===== config.mk =====
export PLATFORM = sky130hd
export DESIGN_NAME = usb_serial_bridge
export DESIGN_NICKNAME = d
export VERILOG_FILES = /design/src/rtl/usb_serial_bridge.sv
export SDC_FILE = /design/constraint.sdc
export NUM_CORES = 1
export LEC_CHECK = 0
export CORE_ASPECT_RATIO = 1.5
export CORE_UTILIZATION = 53
export CTS_CLUSTER_SIZE = 28
export DETAILED_ROUTE_END_ITERATION = 7
export PLACE_DENSITY = 0.76
export SLEW_MARGIN = 20
export SYNTH_ARGS = -nofsm -noshare
export SYNTH_HDL_FRONTEND = slang
export SYNTH_SLANG_ARGS = --single-unit

===== constraint.sdc =====
create_clock -name clk_i -period 2.75 [get_ports clk_i]
set_clock_uncertainty 0.2 [all_clocks]
set_input_delay 0.55 -clock clk_i [delete_from_list [all_inputs] [get_ports clk_i]]
set_output_delay 0.55 -clock clk_i [all_outputs]
set_load 0.05 [all_outputs]

===== src/rtl/usb_serial_bridge.sv =====
// usb_serial_bridge: memory-mapped byte-stream bridge between a 4-register bus
// slave port and a USB CDC device core byte interface, with TX/RX FIFOs,
// FIFO levels, sticky overflow flags, flush controls and a level interrupt.
//
// Ports:
//   clk_i, rstn_i            clock, asynchronous active-low reset
//   write_i, read_i          bus access strobes (one cycle each, mutually exclusive)
//   data_be_i, addr_i        byte enables (bit 0 gates writes), register select addr_i[3:2]
//   wdata_i, rdata_o         write data, registered read data (1-cycle latency)
//   irq_o                    registered interrupt
//   dev_connected_i          device core enumerated/configured
//   dev_rx_data_i/valid_i    byte strobe from the host (no backpressure)
//   dev_tx_data_o/valid_o    TX FIFO head towards the host
//   dev_tx_ready_i           device core accepts the TX head
module usb_serial_bridge #(
    parameter int unsigned TX_DEPTH = 16,
    parameter int unsigned RX_DEPTH = 16
) (
    input  logic        clk_i,
    input  logic        rstn_i,
    input  logic        write_i,
    input  logic        read_i,
    input  logic [3:0]  data_be_i,
    input  logic [3:0]  addr_i,
    input  logic [31:0] wdata_i,
    output logic [31:0] rdata_o,
    output logic        irq_o,
    input  logic        dev_connected_i,
    input  logic [7:0]  dev_rx_data_i,
    input  logic        dev_rx_valid_i,
    output logic [7:0]  dev_tx_data_o,
    output logic        dev_tx_valid_o,
    input  logic        dev_tx_ready_i
);

    localparam int unsigned TX_AW = $clog2(TX_DEPTH);
    localparam int unsigned TX_LW = TX_AW + 1;
    localparam int unsigned RX_AW = $clog2(RX_DEPTH);
    localparam int unsigned RX_LW = RX_AW + 1;

    localparam logic [1:0] ADDR_CTRL = 2'd0;
    localparam logic [1:0] ADDR_RDR  = 2'd1;
    localparam logic [1:0] ADDR_TDR  = 2'd2;
    localparam logic [1:0] ADDR_STA  = 2'd3;

    // Control and status state
    logic en_q, rx_irq_en_q, tx_irq_en_q;
    logic rx_ovf_q, tx_ovf_q;
    logic conn_q, disc_q;

    // FIFO state
    logic [7:0]       tx_mem [TX_DEPTH];
    logic [7:0]       rx_mem [RX_DEPTH];
    logic [TX_AW-1:0] tx_wr_ptr, tx_rd_ptr;
    logic [RX_AW-1:0] rx_wr_ptr, rx_rd_ptr;
    logic [TX_LW-1:0] tx_level;
    logic [RX_LW-1:0] rx_level;

    // Bus decode
    logic [1:0] sel_c;
    logic       wr_en_c, ctrl_wr_c, tdr_wr_c, sta_wr_c, rdr_rd_c;
    logic       tx_full_c, rx_full_c, tx_empty_c, rx_empty_c;
    logic       tx_flush_c, rx_flush_c;
    logic       tx_push_c, tx_pop_c, tx_drop_c;
    logic       rx_push_c, rx_pop_c, rx_drop_c;
    logic [31:0] rd_data_c;

    logic unused_bits;
    assign unused_bits = ^{data_be_i[3:1], addr_i[1:0], wdata_i[31:8]};

    assign sel_c     = addr_i[3:2];
    assign wr_en_c   = write_i && data_be_i[0];
    assign ctrl_wr_c = wr_en_c && (sel_c == ADDR_CTRL);
    assign tdr_wr_c  = wr_en_c && (sel_c == ADDR_TDR);
    assign sta_wr_c  = wr_en_c && (sel_c == ADDR_STA);
    assign rdr_rd_c  = read_i && (sel_c == ADDR_RDR);

    assign tx_full_c  = (tx_level == TX_LW'(TX_DEPTH));
    assign rx_full_c  = (rx_level == RX_LW'(RX_DEPTH));
    assign tx_empty_c = (tx_level == '0);
    assign rx_empty_c = (rx_level == '0);

    // Disconnect flush is a registered pulse one cycle after the registered falling edge
    assign tx_flush_c = (ctrl_wr_c && wdata_i[1]) || disc_q;
    assign rx_flush_c = (ctrl_wr_c && wdata_i[2]) || disc_q;

    // Acceptance uses the level before the edge; a same-cycle pop never makes room
    assign tx_push_c = tdr_wr_c && !tx_full_c && !tx_flush_c;
    assign tx_drop_c = tdr_wr_c && tx_full_c;
    assign tx_pop_c  = dev_tx_valid_o && dev_tx_ready_i && !tx_flush_c;

    assign rx_push_c = dev_rx_valid_i && en_q && !rx_full_c && !rx_flush_c;
    assign rx_drop_c = dev_rx_valid_i && en_q && rx_full_c;
    assign rx_pop_c  = rdr_rd_c && !rx_empty_c && !rx_flush_c;

    assign dev_tx_valid_o = en_q && !tx_empty_c;
    // Gated by level so the unreset memory never leaks out after reset or flush
    assign dev_tx_data_o  = tx_empty_c ? 8'h00 : tx_mem[tx_rd_ptr];

    // Read data mux, captured on read_i
    always_comb begin
        rd_data_c = 32'h0;
        case (sel_c)
            ADDR_CTRL: rd_data_c = {27'h0, tx_irq_en_q, rx_irq_en_q, 2'b00, en_q};
            ADDR_RDR:  rd_data_c = rx_empty_c ? 32'h0 : {23'h0, 1'b1, rx_mem[rx_rd_ptr]};
            ADDR_TDR:  rd_data_c = 32'h0;
            ADDR_STA:  rd_data_c = {8'h00, 8'(tx_level), 8'(rx_level), 3'b000,
                                    tx_ovf_q, rx_ovf_q, tx_full_c, !rx_empty_c,
                                    dev_connected_i};
            default:   rd_data_c = 32'h0;
        endcase
    end

    // FIFO storage (contents need no reset)
    always_ff @(posedge clk_i) begin
        if (tx_push_c) tx_mem[tx_wr_ptr] <= wdata_i[7:0];
        if (rx_push_c) rx_mem[rx_wr_ptr] <= dev_rx_data_i;
    end

    // TX pointers and level
    always_ff @(posedge clk_i or negedge rstn_i) begin
        if (!rstn_i) begin
            tx_wr_ptr <= '0;
            tx_rd_ptr <= '0;
            tx_level  <= '0;
        end else if (tx_flush_c) begin
            tx_wr_ptr <= '0;
            tx_rd_ptr <= '0;
            tx_level  <= '0;
        end else begin
            if (tx_push_c) tx_wr_ptr <= tx_wr_ptr + TX_AW'(1);
            if (tx_pop_c)  tx_rd_ptr <= tx_rd_ptr + TX_AW'(1);
            if (tx_push_c && !tx_pop_c)      tx_level <= tx_level + TX_LW'(1);
            else if (!tx_push_c && tx_pop_c) tx_level <= tx_level - TX_LW'(1);
        end
    end

    // RX pointers and level
    always_ff @(posedge clk_i or negedge rstn_i) begin
        if (!rstn_i) begin
            rx_wr_ptr <= '0;
            rx_rd_ptr <= '0;
            rx_level  <= '0;
        end else if (rx_flush_c) begin
            rx_wr_ptr <= '0;
            rx_rd_ptr <= '0;
            rx_level  <= '0;
        end else begin
            if (rx_push_c) rx_wr_ptr <= rx_wr_ptr + RX_AW'(1);
            if (rx_pop_c)  rx_rd_ptr <= rx_rd_ptr + RX_AW'(1);
            if (rx_push_c && !rx_pop_c)      rx_level <= rx_level + RX_LW'(1);
            else if (!rx_push_c && rx_pop_c) rx_level <= rx_level - RX_LW'(1);
        end
    end

    // Control, sticky flags (set wins over W1C), disconnect detect, read data, interrupt
    always_ff @(posedge clk_i or negedge rstn_i) begin
        if (!rstn_i) begin
            en_q        <= 1'b0;
            rx_irq_en_q <= 1'b0;
            tx_irq_en_q <= 1'b0;
            rx_ovf_q    <= 1'b0;
            tx_ovf_q    <= 1'b0;
            conn_q      <= 1'b0;
            disc_q      <= 1'b0;
            rdata_o     <= 32'h0;
            irq_o       <= 1'b0;
        end else begin
            if (ctrl_wr_c) begin
                en_q        <= wdata_i[0];
                rx_irq_en_q <= wdata_i[3];
                tx_irq_en_q <= wdata_i[4];
            end
            if (rx_drop_c)                    rx_ovf_q <= 1'b1;
            else if (sta_wr_c && wdata_i[3])  rx_ovf_q <= 1'b0;
            if (tx_drop_c)                    tx_ovf_q <= 1'b1;
            else if (sta_wr_c && wdata_i[4])  tx_ovf_q <= 1'b0;
            conn_q <= dev_connected_i;
            disc_q <= conn_q && !dev_connected_i;
            if (read_i) rdata_o <= rd_data_c;
            irq_o <= (rx_irq_en_q && !rx_empty_c) || (tx_irq_en_q && tx_empty_c) ||
                     rx_ovf_q || tx_ovf_q;
        end
    end

endmodule

=== Yosys cells after proc, flatten, opt, wreduce, memory -nomap -nowiden ===
Memories as Yosys holds them, arrays and structs flattened.
Cells that the tools add are included.

* Bitwise logic cells: 0
* Order comparisons: 0
* Multiply operators: 0
* $add $sub $neg: 8
* Div/mod/pow operators: 0
* Reductions and logical operators: 55
* Muxes and demuxes: 25
* Shift-type cells: 0
* Equal/unequal tests: 5

{| class="wikitable"
|+ Operator list
! kind !! count
|-
| 32-bit one-hot mux with 4 select lines || 1
|-
| 4-bit 2-to-1 mux || 8
|-
| 5-bit 2-to-1 mux || 6
|-
| 1-bit logical AND || 28
|-
| 4-bit by 1-bit adder with 4-bit output, second input constant || 4
|-
| 2-bit nonzero test || 6
|-
| 1-bit zero test || 11
|-
| 5-bit by 1-bit adder with 5-bit output, second input constant || 2
|-
| 5-bit equality test, second input constant || 2
|-
| 5-bit zero test || 2
|-
| 5-bit by 1-bit subtractor with 5-bit output, second input constant || 2
|-
| 9-bit 2-to-1 mux || 1
|-
| 1-bit 2-to-1 mux || 8
|-
| 8-bit 2-to-1 mux || 1
|-
| 3-bit nonzero test || 2
|-
| 1-bit logical OR || 5
|-
| 2-bit equality test, second input constant || 2
|-
| 2-bit by 1-bit equality test with 1-bit output, second input constant || 1
|-
| 2-bit zero test || 1
|}

* Logic and storage cells: 110
* Register bits: 66
* Bits in read-only memories: 0
* Memories kept: 2
* Latch bits: 0
* Memory bits (writable): 256
* Bits of input ports: 55
* Output and inout bits: 42

{| class="wikitable"
|+ Memory list
! name !! words !! width !! rd ports !! clocked after memory_dff !! wr ports !! line !! text
|-
| rx_mem || 16 || 8 || 1 || 0 || 1 || 53 || <nowiki>logic [7:0] rx_mem [RX_DEPTH];</nowiki>
|-
| tx_mem || 16 || 8 || 1 || 0 || 1 || 52 || <nowiki>logic [7:0] tx_mem [TX_DEPTH];</nowiki>
|}

=== Depth between registers and ports, before layout ===
Gate-level depths: netlist of the first run.

* Depth in word-level cells: 11
* Mapped depth: 11
* Depth with buffers taken out: 9

=== Worst setup path after synthesis of the first run ===
No wires, ideal clock.

* Path kind: register to register
* From: register rx_level[1]
* To: register rx_level[4]
* Cell stages (with the launch flop): 11
* Clock period less this slack: 2.958 ns
* Library setup time: 0.088 ns
* Data arrival time: 2.670 ns
* Data required time: 2.462 ns
* Slack: -0.208 ns
* Path buffers: 1
* Cell sequence: dfrtp_1 > or4_1 > buf_2 > o21ai_4 > nand3_1 > fa_1 > a21o_1 > a21o_1 > and3_1 > o21ai_0 > nor3b_1

* Longest elaborated chain between the ends: 8
* Elaborated cells between the ends (all ways): 18
* Those cells by class: 2 x add/sub; 1 x eq/ne; 3 x mux; 12 x reduce/logical

{| class="wikitable"
|+ RTL lines
! item !! line !! text
|-
| from (decl) || 57 || <nowiki>logic [RX_LW-1:0] rx_level;</nowiki>
|-
| from (signal assigned) || 151 || <nowiki>if (rx_push_c && !rx_pop_c) rx_level <= rx_level + RX_LW'(1);</nowiki>
|-
| from (signal assigned) || 152 || <nowiki>else if (!rx_push_c && rx_pop_c) rx_level <= rx_level - RX_LW'(1);</nowiki>
|-
| branches (longest 8 deep; another with 5-bit by 1-bit subtractor with 5-bit output) || - ||
|}

Parallel ways; which one is timed is not known. The select of a mux whose other input is x is not followed.
A chain may end at the register's enable or synchronous reset.

=== Final worst setup path of the first run ===
* From: register tx_rd_ptr[0]
* To: output port dev_tx_data_o[7]

* Longest elaborated chain between the ends: 2

{| class="wikitable"
|+ RTL lines
! item !! line !! text
|-
| from (decl) || 54 || <nowiki>logic [TX_AW-1:0] tx_wr_ptr, tx_rd_ptr;</nowiki>
|-
| from (signal assigned) || 132 || <nowiki>if (tx_pop_c) tx_rd_ptr <= tx_rd_ptr + TX_AW'(1);</nowiki>
|-
| memory 16 x 8 bit || - ||
|-
| 8-bit 2-to-1 mux || 98 || <nowiki>assign dev_tx_data_o = tx_empty_c ? 8'h00 : tx_mem[tx_rd_ptr];</nowiki>
|-
| to (decl) || 31 || <nowiki>output logic [7:0] dev_tx_data_o,</nowiki>
|}

No other way between the ends.

==> impl_metrics.csv, run 1 <==
group,metric,value,unit
synth,synth_common_cells,"256 x edfxtp_1, 73 x mux4_2, 52 x dfrtp_1",
pwr,finalPower,14.0,mW
routing,first_iter_violations,470,
synth,yosysWarnings,0,
cells_and_area,syn2layout_area_growth,22.6,%
placement,post-dp-hpwl,20.1,mm
timing,fin_ws,-0.612,ns
synth,postSynthAreaPerCell,17.6,um^2
timing,max_freq,297,MHz
timing,rsz0062_at_grt,"yes",
cts,insertion_delay,0.54,ns
synth,ys.flop_type,"edfxtp_1",
run,drv_cap,0,
critical_path,r2r-start,"tx_level[3]$_DFFE_PN0P_",
grt,grt_max_degree,41,
critical_path,critPathMaxStageDelay,0.53,ns
routing,routedWlPerCell,24.8,um
grt,grt_remaining_overflow,0,
timing,setup_viol,10,
routing,routed_wl,30.2,mm
critical_path,critPathArrivalTime,2.61,ns
synth,syn_inst,729,
placement,io_buffers,53,
placement,post-place-ws,-0.696,ns
timing,tns,-4.49,ns
cts,cts-root-buf,"clkbuf_16",
synth,ys_seq_area_share,70.2,%
placement,dpl.cell_count,1152,
cells_and_area,fin_nets,950,
timing,slew_viol_final,0,
synth,ys_seq_elements,308,
timing,relSlewSlack,54.5,%
synth,yosysTopAreaCellShare,60.1,%
grt,grtUsageTotal,25.3,%
timing,holdWs,0.241,ns
critical_path,cp_cell_sequence,"buf_12, buf_16, mux4_2, mux4_2, nor2b_4, buf_6",
synth,synth_most_common_cell,"edfxtp_1",
synth,synthTopCellsByArea,"edfxtp_1 60%, mux4_2 13%, dfrtp_1 10%",
outcome,status,"finished, violations left",
timing,hold_viol_final,0,
grt,grt_pass1_wl,45.2,mm
min_path,hp-class,"in -> async",
routing,avgViaCountPerCell,5.97,
synth,synth_area_leader_cell,"edfxtp_1",
floorplanning,initial_core_util,53.9,%
critical_path,startpoint,"tx_rd_ptr[0]$_DFFE_PN0P_",
critical_path,worstPathRequired,2.00,ns
cts,htreeDepth,1,
critical_path,path_class,"reg -> out",
pwr,ir_drop,0.000811,V
critical_path,cp-start-kind,"register",
timing,tightest_slew,0.680,ns
timing,fin_crit,3.36,ns
critical_path,slowest_stage,"mux4_2",
floorplanning,die_area,0.0248,mm^2
critical_path,cp_max_fo,5,
routing,drcViolationCount,0,
critical_path,endpoint_kind,"output pin",
synth,ys_async_sr_fraction,16.9,%
timing,fin_crit_sh,122,%
floorplanning,fp.dieW,129,um
cts,cts_tree,"built",
outcome,violations,"setup timing",
floorplanning,core_area,0.0237,mm^2
cts,cts_sinks,308,
synth,ys_types,58,
pwr,power_density,894,mW/mm^2
cts,clkSlewWorstSetupHoldPaths,0.07,ns
synth,synth-edff-count,256,
cells_and_area,fin_cells,1217,
routing,postRouteAntennaNets,0,
floorplanning,io_pins,97,
floorplanning,row_count,69,
placement,gp_congestion,0.872,
cts,clock_path_buffers,3,
grt,antenna_found_initial,0,
routing,num_vias,7263,
synth,synth_area,0.0128,mm^2
grt,grt_pass1_vias,7751,
cells_and_area,drive_gt1_share,30.5,%
routing,drtPass1Iterations,5,
critical_path,worst_path_most_repeated_cell,"mux4_2",
cts,cts_buffers,28,
pwr,p_leak,5.49,nW
floorplanning,die_h,192,um
==> cell type report <==
cell class                 count  area [um^2]
inverter                      13         48.8
clock buffer                  33          741
multi-input combinational    370         3730
timing repair buffer         155         1510
sequential                   308         8990
fill                        1545         8050
tap                          319          399
clock inverter                18          269
antenna                        1         2.50
==> where the power goes <==
group          internal [mW]  switching, mW
Clock                   2.58           1.67
Sequential              5.26          0.183
Combinational           2.10           2.25
==> cells in the final DEF, fill, tap and decap left out, types with 5 or more instances in the layout <==
| master | count |
|---|---|
| ha_1 | 17 |
| o21ai_0 | 11 |
| nor4_2 | 5 |
| and2_1 | 7 |
| nor2b_4 | 9 |
| a22oi_1 | 8 |
| xnor2_1 | 7 |
| nor3_1 | 9 |
| bufinv_16 | 7 |
| clkinv_2 | 8 |
| dfrtp_1 | 49 |
| conb_1 | 14 |
| nand3_1 | 17 |
| clkdlybuf4s50_1 | 42 |
| clkbuf_16 | 30 |
| nor2b_1 | 11 |
| xor2_1 | 9 |
| a21oi_1 | 10 |
| buf_12 | 7 |
| a21o_1 | 6 |
| o2bb2ai_1 | 8 |
| mux4_2 | 73 |
| buf_4 | 87 |
| buf_6 | 9 |
| inv_1 | 13 |
| edfxtp_1 | 256 |
| nor2_1 | 46 |
| nand2_1 | 41 |
==> state kept, by name, summed over array words and instances, names as in the netlist, 4 cells and up <==
signal / cells
rx_mem: 128
rx_level: 5
tx_mem: 128
tx_wr_ptr: 4
tx_level: 5
rdata_o: 18
rx_rd_ptr: 4
rx_wr_ptr: 4
tx_rd_ptr: 4
==> worst paths after layout <==
path / slack, ns / cells after the start / to
max in group asynchronous: 1.56 / 3 / tx_rd_ptr[0]$_DFFE_PN0P_
worst max register to register: -0.06 / 9 / tx_level[4]$_DFFE_PN0P_
min in group clk_i: 0.29 / 1 / disc_q$_DFF_PN0_
worst min-delay path: 0.24 / 2 / rdata_o[7]$_DFFE_PN0P_
worst min register to register: 0.29 / 1 / disc_q$_DFF_PN0_
worst max-delay path: -0.61 / 6 / dev_tx_data_o[7]
==> kinds of logic after synthesis <==
kind of cell             synth area share (%)
AO/OA/AOI/OAI                            3.92
XOR/XNOR                                 1.35
adder cells (fa/ha/maj)                  1.97
buffers and inverters                    2.63
flip-flops                               70.2
multiplexers                             13.4
other                                  0.0293
AND/OR/NAND/NOR                          6.44
==> per-stage QoR <==
stage	area, um^2	util [%]
after floorplan	13000	-
after global placement	14300	60.3
after detailed placement	14300	60.3
after CTS	15600	65.6
after global routing	15700	66.1
final	15700	66.1
==> worst max-delay path, delay by kind of cell, from the launching register on <==
family,cells,cell delay [ns]
flip-flops,1,0.40
buffers and inverters,3,0.43
multiplexers,2,1.06
AND/OR/NAND/NOR,1,0.16
==> repair_timing <==
item	in CTS	in global routing
setup buffers	5	2
hold endpoints to repair	12	0
pin swaps	3	7
hold buffers	1	0
cloned	4	1
gates resized for setup	26	13
setup endpoints to repair	12	11
==> metal layers <==
metal	track usage [%]	share of wire [%]	up-vias
li1	-	-	3117
met1	26.3	34	3773
met2	47.9	56	269
met3	4.05	4.7	104
met4	13.7	6.1	0
met5	0	0	-
(Power assumes the default switching activity.)
==> inputs of run 2 (changes only) <==
Settings changed: CORE_MARGIN set to 2, CORE_UTILIZATION 53 to 57, DONT_BUFFER_PORTS set to 1, PLACE_DENSITY 0.76 to 0.75.
==> run 2 against run 1 <==
- the flow still finishes with violations (setup timing)
- combinational power down 18%
- setup slack better by 0.15 ns
- routed wire length down 3.0%
- clock power up 0.9%
- global-route usage down 0.21 points
- critical path type unchanged
- largest cell class unchanged
- largest power group unchanged
==> impl_metrics.csv, run 2 (synthesis gave the netlist of run 1 again) <==
group,metric,value,unit
outcome,status,"finished, violations left",
outcome,violations,"setup timing",
timing,holdWs,0.0333,ns
floorplanning,fp.dieW,126,um
pwr,pwr-share-seq,41.8,%
routing,first_iter_violations,529,
placement,post-place-ws,-0.0696,ns
timing,setup_viol,9,
floorplanning,row_count,67,
cells_and_area,fin_nets,909,
grt,grt_pass1_vias,7422,
cts,htreeDepth,1,
timing,tightest_slew,0.765,ns
pwr,power_density,890,mW/mm^2
critical_path,endpoint_kind,"output pin",
pwr,ir_drop,0.000693,V
timing,fin_crit,3.21,ns
critical_path,worstPathRequired,2.00,ns
floorplanning,core_area,0.0222,mm^2
routing,num_vias,6963,
critical_path,cp_max_fo,5,
timing,fin_crit_sh,117,%
timing,hold_viol_final,0,
placement,io_buffers,0,
routing,avgViaCountPerCell,6.13,
routing,drtPass1Iterations,5,
cells_and_area,drive_gt1_share,29.7,%
cells_and_area,fin_util,68.2,%
grt,grt_max_degree,53,
floorplanning,die_area,0.0237,mm^2
placement,post_dp_cell_area,0.0137,mm^2
routing,drcViolationCount,0,
timing,rsz0062_at_grt,"yes",
pwr,clkPwrFrac,31.7,%
grt,grtUsageTotal,25.1,%
pwr,combPwrFrac,26.5,%
cts,cts_sinks,308,
floorplanning,die_h,188,um
timing,relSlewSlack,48.8,%
cts,cts-root-buf,"clkbuf_16",
cells_and_area,final_area,0.0152,mm^2
routing,postRouteAntennaNets,0,
cts,insertion_delay,0.55,ns
cells_and_area,syn2layout_area_growth,18.5,%
cts,clock_path_buffers,3,
placement,post-dp-hpwl,19.8,mm
pwr,finalPower,13.5,mW
cts,cts_tree,"built",
timing,fin_ws,-0.463,ns
critical_path,path_class,"reg -> out",
timing,max_freq,311,MHz
floorplanning,io_pins,97,
cells_and_area,final_cell_mix,"256 x edfxtp_1, 81 x buf_4, 73 x mux4_2",
timing,slew_viol_final,0,
grt,antenna_found_initial,2,
min_path,hp-class,"in -> reg",
run,drv_cap,0,
grt,grt_pass1_wl,44.3,mm
cts,clkSlewWorstSetupHoldPaths,0.06,ns
pwr,p_sw_share,29.3,%
critical_path,critPathArrivalTime,2.46,ns
floorplanning,initial_core_util,57.6,%
pwr,p_leak,5.28,nW
placement,gp_congestion,0.825,
cells_and_area,largest_registers,"rx_mem x128, tx_mem x128, rdata_o x18",
routing,routed_wl,29.3,mm
cells_and_area,layout_commonest_cell,"edfxtp_1",
pwr,p_sw,3.96,mW
grt,grt_remaining_overflow,0,
critical_path,cp-start-kind,"register",
pwr,internal_power,9.53,mW
routing,routedWlPerCell,25.8,um
cells_and_area,nFillCells,1346,
cts,cts_buffers,28,
[run 2: cell types whose count changed in the layout (fill, tap and decap cells not counted), moves of 3 or more]
cell             previous run  this run
buf_4                      87        81
buf_6                       9         2
clkbuf_1                    4         1
clkdlybuf4s50_1            42         0
clkinv_1                    1         4
diode_2                     1         4
dlygate4sd3_1               1        23
[run 2: power groups by stage]
stage,sequential [mW],clock (mW),combinational [mW]
floorplan,5.65,0,2.35
global placement,5.71,0,3.03
detailed placement,5.73,0,3.11
CTS,5.64,4.32,3.50
global route,5.66,4.51,3.81
finish,5.64,4.28,3.57
[run 2: timing repair]
| action | CTS | global route |
|---|---|---|
| buffers inserted | 2 | 5 |
| hold endpoints to repair | 330 | 0 |
| setup endpoints to repair | 11 | 11 |
| hold buffers | 24 | 0 |
| pin swaps | 1 | 4 |
| gates resized for setup | 15 | 6 |
| gates cloned | 2 | 0 |
[run 2: cell type report]
cell class / instances / area (um^2) / share of cell area [%]
antenna: 4 / 10.0 / 0.0660
clock buffer: 30 / 729 / 4.81
clock inverter: 21 / 289 / 1.91
inverter: 13 / 48.8 / 0.322
multi-input combinational: 370 / 3700 / 24.4
sequential: 308 / 8990 / 59.3
tap: 276 / 345 / 2.28
timing repair buffer: 114 / 1040 / 6.88
[run 2: layer usage]
layer / global-route usage, % / routed length, um
met5: 0 / 0
met3: 4.51 / 1740
met1: 27.4 / 9510
met4: 13.6 / 1740
met2: 45.6 / 16300
[run 2: worst paths after layout]
| kind | start | endpoint | slack (ns) | depth (start not counted) |
|---|---|---|---|---|
| min in group asynchronous | rstn_i | rx_level[4]$_DFFE_PN0P_ | 0.30 | 2 |
| worst min-delay path | wdata_i[4] | tx_ovf_q$_DFFE_PN0P_ | 0.03 | 3 |
| worst min register to register | conn_q$_DFF_PN0_ | disc_q$_DFF_PN0_ | 0.30 | 1 |
| worst max register to register | tx_level[1]$_DFFE_PN0P_ | tx_level[4]$_DFFE_PN0P_ | 0 | 9 |
| worst max-delay path | tx_rd_ptr[0]$_DFFE_PN0P_ | dev_tx_data_o[4] | -0.46 | 5 |
| max in group asynchronous | rstn_i | tx_level[0]$_DFFE_PN0P_ | 1.78 | 2 |
[run 2: worst max-delay path, cell delays in order, from the launching register on]
cell	delay [ns]
dfrtp_2	0.46
buf_12	0.15
buf_16	0.13
mux4_2	0.50
mux4_2	0.49
nor2b_4	0.20
[run 2: through the flow]
step	cells	setup TNS [ns]
after global placement	1048	-0.0515
final	1136	-3.44
after floorplan	742	-0.149
after CTS	1127	-3.60
after detailed placement	1048	-0.135
after global routing	1136	-4.17
